## src/rtl/spi_txn_sequencer.sv

```systemverilog
// ---------------------------------------------------------------------------
// spi_txn_sequencer
//
// Purpose:
//   Upstream feeder for a byte-level SPI master. Host TX bytes are buffered in
//   a first-word fall-through FIFO. When the host requests a burst of N bytes
//   (i_go + i_len), the sequencer hands bytes to the master one at a time over
//   a start/ready handshake. Each byte returned by the master is captured into
//   an RX FIFO for the host to read back.
//
// Ports:
//   i_clk, i_rst_n     clock and asynchronous active-low reset
//   i_wr_valid/o_wr_ready/i_wr_data   host -> TX FIFO write port
//   o_rd_valid/i_rd_ready/o_rd_data   RX FIFO -> host read port (FWFT head)
//   i_go, i_len        burst request pulse and burst length
//   o_busy             burst in progress (FETCH/ISSUE/WAIT)
//   o_done             one-cycle pulse at burst end (or for a zero-length go)
//   o_rx_overflow      sticky: an RX byte was dropped because RX FIFO was full
//   o_spi_tx_byte      byte presented to the master, stable through the transfer
//   o_spi_tx_start     one-cycle launch strobe to the master
//   i_spi_tx_ready     one-cycle pulse from master: transfer complete
//   i_spi_rx_byte      byte received by master, valid with i_spi_tx_ready
// ---------------------------------------------------------------------------

// ---------------------------------------------------------------------------
// spi_txn_sequencer_fifo
//
// Purpose:
//   8-bit first-word fall-through FIFO. The head entry is always visible on
//   'head' while 'empty' is low. Push is ignored when full, pop is ignored
//   when empty, so callers may drive push/pop unconditionally.
//
// Ports:
//   clk, rst_n         clock and asynchronous active-low reset
//   push, push_data    write request and data
//   pop                remove head entry
//   head               current head entry (valid when !empty)
//   empty, full        exact occupancy flags
// ---------------------------------------------------------------------------
module spi_txn_sequencer_fifo #(
  parameter int DEPTH = 16
) (
  input  logic       clk,
  input  logic       rst_n,
  input  logic       push,
  input  logic [7:0] push_data,
  input  logic       pop,
  output logic [7:0] head,
  output logic       empty,
  output logic       full
);

  localparam int AW = $clog2(DEPTH);
  localparam logic [AW:0]   CNT_FULL = (AW+1)'(DEPTH);
  localparam logic [AW:0]   CNT_ONE  = (AW+1)'(1);
  localparam logic [AW-1:0] PTR_ONE  = AW'(1);

  logic [7:0]    mem [DEPTH];
  logic [AW-1:0] wr_ptr_reg;
  logic [AW-1:0] rd_ptr_reg;
  logic [AW:0]   count_reg;
  logic          do_push;
  logic          do_pop;

  assign empty   = (count_reg == '0);
  assign full    = (count_reg == CNT_FULL);
  assign do_push = push && !full;
  assign do_pop  = pop && !empty;

  // Fall-through read: head tracks the read pointer combinationally.
  assign head = mem[rd_ptr_reg];

  always_ff @(posedge clk) begin
    if (do_push) begin
      mem[wr_ptr_reg] <= push_data;
    end
  end

  // Pointers are exactly AW bits wide, so they wrap modulo DEPTH on their own.
  always_ff @(posedge clk or negedge rst_n) begin
    if (!rst_n) begin
      wr_ptr_reg <= '0;
      rd_ptr_reg <= '0;
      count_reg  <= '0;
    end else begin
      if (do_push) begin
        wr_ptr_reg <= wr_ptr_reg + PTR_ONE;
      end
      if (do_pop) begin
        rd_ptr_reg <= rd_ptr_reg + PTR_ONE;
      end
      // Simultaneous push and pop leaves the occupancy unchanged.
      case ({do_push, do_pop})
        2'b10:   count_reg <= count_reg + CNT_ONE;
        2'b01:   count_reg <= count_reg - CNT_ONE;
        default: count_reg <= count_reg;
      endcase
    end
  end

endmodule

module spi_txn_sequencer #(
  parameter int TX_DEPTH = 16,
  parameter int RX_DEPTH = 16,
  parameter int LEN_W    = 8
) (
  input  logic             i_clk,
  input  logic             i_rst_n,
  input  logic             i_wr_valid,
  output logic             o_wr_ready,
  input  logic [7:0]       i_wr_data,
  output logic             o_rd_valid,
  input  logic             i_rd_ready,
  output logic [7:0]       o_rd_data,
  input  logic             i_go,
  input  logic [LEN_W-1:0] i_len,
  output logic             o_busy,
  output logic             o_done,
  output logic             o_rx_overflow,
  output logic [7:0]       o_spi_tx_byte,
  output logic             o_spi_tx_start,
  input  logic             i_spi_tx_ready,
  input  logic [7:0]       i_spi_rx_byte
);

  localparam logic [LEN_W-1:0] LEN_ONE = LEN_W'(1);

  typedef enum logic [2:0] {
    S_IDLE,
    S_FETCH,
    S_ISSUE,
    S_WAIT,
    S_DONE
  } state_t;

  state_t           state_reg;
  logic [LEN_W-1:0] rem_reg;
  logic             busy_reg;
  logic             done_reg;
  logic             overflow_reg;
  logic [7:0]       tx_byte_reg;
  logic             tx_start_reg;

  logic       tx_head_empty;
  logic       tx_full;
  logic [7:0] tx_head;
  logic       tx_pop;

  logic       rx_empty;
  logic       rx_full;
  logic [7:0] rx_head;
  logic       rx_push;

  // ------------------------------------------------------------------------
  // FIFOs
  // ------------------------------------------------------------------------
  spi_txn_sequencer_fifo #(
    .DEPTH (TX_DEPTH)
  ) u_tx_fifo (
    .clk       (i_clk),
    .rst_n     (i_rst_n),
    .push      (i_wr_valid),
    .push_data (i_wr_data),
    .pop       (tx_pop),
    .head      (tx_head),
    .empty     (tx_head_empty),
    .full      (tx_full)
  );

  spi_txn_sequencer_fifo #(
    .DEPTH (RX_DEPTH)
  ) u_rx_fifo (
    .clk       (i_clk),
    .rst_n     (i_rst_n),
    .push      (rx_push),
    .push_data (i_spi_rx_byte),
    .pop       (i_rd_ready),
    .head      (rx_head),
    .empty     (rx_empty),
    .full      (rx_full)
  );

  // The FSM consumes the TX head in the same edge it latches it into the
  // master-facing byte register, so the two always agree.
  assign tx_pop  = (state_reg == S_FETCH) && !tx_head_empty;

  // Ready pulses are only meaningful while a transfer is outstanding; a pulse
  // from a transfer disowned by reset lands in IDLE and is dropped here.
  // When the RX FIFO is full the FIFO itself refuses the push.
  assign rx_push = (state_reg == S_WAIT) && i_spi_tx_ready;

  assign o_wr_ready = !tx_full;
  assign o_rd_valid = !rx_empty;
  assign o_rd_data  = rx_head;

  assign o_busy         = busy_reg;
  assign o_done         = done_reg;
  assign o_rx_overflow  = overflow_reg;
  assign o_spi_tx_byte  = tx_byte_reg;
  assign o_spi_tx_start = tx_start_reg;

  // ------------------------------------------------------------------------
  // Burst sequencer. All outputs are registered and change together with the
  // state, so o_busy/o_done/o_spi_tx_start line up exactly with the state
  // they describe.
  // ------------------------------------------------------------------------
  always_ff @(posedge i_clk or negedge i_rst_n) begin
    if (!i_rst_n) begin
      state_reg    <= S_IDLE;
      rem_reg      <= '0;
      busy_reg     <= 1'b0;
      done_reg     <= 1'b0;
      overflow_reg <= 1'b0;
      tx_byte_reg  <= '0;
      tx_start_reg <= 1'b0;
    end else begin
      // Pulse outputs default low every cycle.
      done_reg     <= 1'b0;
      tx_start_reg <= 1'b0;

      case (state_reg)
        S_IDLE: begin
          if (i_go) begin
            if (i_len == '0) begin
              // Zero-length burst completes immediately without touching
              // the master or the overflow flag.
              done_reg <= 1'b1;
            end else begin
              rem_reg      <= i_len;
              overflow_reg <= 1'b0;
              busy_reg     <= 1'b1;
              state_reg    <= S_FETCH;
            end
          end
        end

        S_FETCH: begin
          // Stalls here for as long as the host leaves the TX FIFO empty.
          if (!tx_head_empty) begin
            tx_byte_reg  <= tx_head;
            tx_start_reg <= 1'b1;
            state_reg    <= S_ISSUE;
          end
        end

        S_ISSUE: begin
          state_reg <= S_WAIT;
        end

        S_WAIT: begin
          if (i_spi_tx_ready) begin
            if (rx_full) begin
              overflow_reg <= 1'b1;
            end
            rem_reg <= rem_reg - LEN_ONE;
            if (rem_reg > LEN_ONE) begin
              state_reg <= S_FETCH;
            end else begin
              busy_reg  <= 1'b0;
              done_reg  <= 1'b1;
              state_reg <= S_DONE;
            end
          end
        end

        S_DONE: begin
          state_reg <= S_IDLE;
        end

        default: begin
          busy_reg  <= 1'b0;
          state_reg <= S_IDLE;
        end
      endcase
    end
  end

endmodule

```

## config.mk

```make
export PLATFORM = sky130hd
export DESIGN_NAME = spi_txn_sequencer
export DESIGN_NICKNAME = d
export VERILOG_FILES = /design/src/rtl/spi_txn_sequencer.sv
export SDC_FILE = /design/constraint.sdc
export NUM_CORES = 1
export LEC_CHECK = 0
export ABC_AREA = 1
export BUFFER_PORTS_ARGS = -buffer_cell sky130_fd_sc_hd__buf_2
export CORE_MARGIN = 2
export CORE_UTILIZATION = 40
export DETAILED_ROUTE_END_ITERATION = 12
export GPL_ROUTABILITY_DRIVEN = 0
export SLEW_MARGIN = 20
export SYNTH_ARGS = -nofsm -noshare
export SYNTH_HDL_FRONTEND = slang
export SYNTH_SLANG_ARGS = --single-unit
export TNS_END_PERCENT = 50
```

## constraint.sdc

```tcl
create_clock -name i_clk -period 5.3 [get_ports i_clk]
set_input_delay 0.795 -clock i_clk [delete_from_list [all_inputs] [get_ports i_clk]]
set_output_delay 0.795 -clock i_clk [all_outputs]
set_load 0.05 [all_outputs]
```

==> impl_metrics.py <==
metrics = {
    "status": {
        "status": "finished clean",
    },
    "cells_and_area": {
        "reg_top3": "u_rx_fifo.mem: 128 flops, u_tx_fifo.mem: 128 flops",
        "num-nets-final": 1389,
        "area_delta_synth_final_pct": 13.3,
        "final_cells": 1813,
        "final_core_util_pct": 45.8,
        "final_layout_size_suffix_gt1_share_pct": 10.6,
        "antenna_cells": 0,
        "nFillCells": 3143,
    },
    "cts": {
        "cts.repair.resized": 0,
        "cts_setup_buffers": 0,
        "cts_tree": "yes",
        "path_clk_slew_ns": 0.06,
        "clkLatencyLatePin_ns": 0.52,
        "hold_buffers": 0,
        "clock-root-buffer": "clkbuf_16",
        "clk_path_buf_depth": 3,
        "numCtsBuffers": 35,
        "htree_num_levels": 2,
        "clkSinkCount": 305,
    },
    "global_routing": {
        "antenna_found_initial": 0,
        "grt_pass1_vias": 8853,
        "grt.overflow.total": 0,
        "grt_max_degree": 68,
        "grt_pass1_wl_microns": 49900,
        "track_usage_pct": 18.2,
    },
    "die": {
        "die_area_sq_um": 35200,
        "die_y_microns": 188,
        "io_pins": 52,
        "fp.dieW_microns": 188,
        "rows": 67,
        "start_util_pct": 40.4,
        "core_area_sq_um": 33400,
    },
    "sta": {
        "worst_slack_ns": 1.57,
        "fin_tns_setup_ns": 0,
        "relSlewSlack_pct": 24.9,
        "drv_slew": 0,
        "hold_viol_final": 0,
        "worst_slew_pin_slew_ns": 1.12,
        "finClkSkew_ns": 0.0168,
        "max_freq_mhz": 268,
        "rsz0062_at_grt": "false",
        "period_needed_ns": 3.73,
        "finalSetupViolations": 0,
        "period_share_pct": 70.4,
    },
    "pwr": {
        "ir_drop_mv": 0.312,
        "power_mw": 8.68,
        "cellPowerDensity_nw_per_um2": 568,
        "leakagePower_nw": 6.20,
    },
    "route": {
        "drt-vias-per-instance": 4.96,
        "vias": 8985,
        "first_pass_iters": 5,
        "drc": 0,
        "ant_nets": 0,
        "drtIter0Drc": 752,
        "drt-total-wl_microns": 31200,
        "wl_per_cell_microns": 17.2,
    },
    "synthesis": {
        "yosysWarnings": 0,
        "synth_cells": 1289,
        "synth_edf_count": 256,
        "ys_seq_area_share_pct": 66.1,
        "yosysMostFrequentCell": "nand2_1",
        "syn-num-nets": 1340,
        "synthArstFlopShare_pct": 16.1,
        "yosysTopAreaCellShare_pct": 57.0,
        "synth-seq-cells": 305,
        "ys_top_cells_by_count": "nand2_1 (295), edfxtp_1 (256), inv_1 (148)",
        "ys_top_cells_by_area": "edfxtp_1 (57%), dfrtp_1 (9.1%), nand2_1 (8.2%)",
        "synth_top_cell_by_area": "edfxtp_1",
        "netlist_area_sq_um": 13500,
        "synth_cell_types": 32,
        "synth-main-ff-cell": "edfxtp_1",
        "synth_area_per_cell_sq_um": 10.5,
    },
    "setup_path": {
        "crit_start": "u_rx_fifo.rd_ptr_reg[2]",
        "path_max_fanout": 18,
        "cp.depth": 5,
        "end_kind": "primary output",
        "r2r_end": "u_tx_fifo.count_reg[4]",
        "cp_slowest_cell": "dfrtp_1",
        "required_ns": 4.51,
        "r2r_slack_ns": 2.53,
        "slowest_delay_ns": 0.86,
        "cp.arrival_ns": 2.94,
        "critical_path.endpoint": "o_rd_data[5]",
        "r2r_cells": 13,
        "path_class": "flop to primary output",
        "crit-reg2reg-launch": "u_tx_fifo.count_reg[1]",
        "worst_setup_path_start_kind": "flop",
        "crit_chain": "clkinv_1, o211ai_1, nand3_1, nand2_1, buf_2",
        "cp_top_family": "buffers and inverters",
        "worst-path-buf-inv": 2,
    },
    "placed_design": {
        "place_ws_ns": 2.17,
        "dp_hpwl_microns": 18900,
        "dp.cells": 1749,
        "port_buffers": 51,
    },
    "worst_hold_path": {
        "min_path_type": "primary input to async pin",
    },
    "flow_run": {
        "max-cap-violations": 0,
    },
}
cell usage in the layout (no fill, tap or decap), types with 6 or more instances in the layout:
cell type | synthesis | layout
inv_1 | 148 | 147
clkbuf_16 | 0 | 36
inv_2 | 6 | 7
nor3_1 | 12 | 7
edfxtp_1 | 256 | 256
ha_1 | 20 | 20
o21ai_0 | 86 | 86
clkinv_1 | 4 | 10
nand2_1 | 295 | 295
o211ai_1 | 32 | 32
nand4_1 | 6 | 6
buf_4 | 4 | 16
buf_2 | 29 | 51
clkbuf_1 | 15 | 10
dfrtp_1 | 49 | 46
nand3_1 | 132 | 132
xor2_1 | 16 | 16
nor2_1 | 140 | 138
worst reg2reg max path, cell delays in order (launching register included):
cell	delay (ns)
dfrtp_1	0.41
nor2_1	0.15
nand4_1	0.16
nand2_2	0.30
inv_1	0.35
ha_1	0.38
ha_1	0.35
inv_1	0.08
o21bai_1	0.13
inv_1	0.05
nand2_1	0.08
xor2_1	0.14
nand2_1	0.07
nand2_1	0.06
kinds of logic (layout without fill, tap and decap cells):
group / after synthesis / after routing / share of synthesized area (%)
adders and majority gates: 21 / 21 / 2.00
xor gates and xnor gates: 19 / 19 / 1.23
and+or+nand+nor: 598 / 598 / 18.5
buffers and inverters: 213 / 289 / 6.53
DFF: 305 / 305 / 66.1
AOI/OAI and AO/OA: 133 / 133 / 5.61
report_power, final:
group	internal (mW)	total, mW	switching (mW)
sequential	2.92	3.18	0.257
clock	1.40	2.35	0.949
combinational	0.889	3.15	2.26
how the worst min path moves through the flow:
stage                     startpoint               end  slack, ns  depth (start not counted)
finish                       i_rst_n        rem_reg[2]       0.41                          2
CTS                          i_rst_n        rem_reg[4]       0.44                          2
global route                 i_rst_n      state_reg[1]       0.48                          2
floorplan                 rem_reg[6]        rem_reg[6]       0.44                          2
global placement          rem_reg[6]        rem_reg[6]       0.46                          2
detailed placement  o_spi_tx_byte[2]  o_spi_tx_byte[2]       0.46                          2
layer usage:
metal,track usage (%),vias to the layer above,wire length [microns]
met4,6.00,0,882
li1,-,4406,-
met3,2.62,63,1390
met1,25.6,4297,14600
met2,29.0,219,14300
met5,0,-,0
layout make-up:
class                      count  area, sq um  share of cell area (%)
sequential                   305         8920                    58.3
multi-input combinational    771         3720                    24.4
clock buffer                  46          938                    6.14
clock inverter                18          178                    1.16
timing repair buffer          67          375                    2.46
tap                          448          561                    3.67
inverter                     158          593                    3.88
metrics by stage:
step	hold slack (ns)	cell area, sq um
4_1_cts	0.440	15300
3_3_place_gp	0.457	14100
5_1_grt	0.479	15300
2_1_floorplan	0.442	13500
3_5_place_dp	0.461	14200
6_report	0.412	15300
Note: power is estimated with default switching activity, not from simulation.
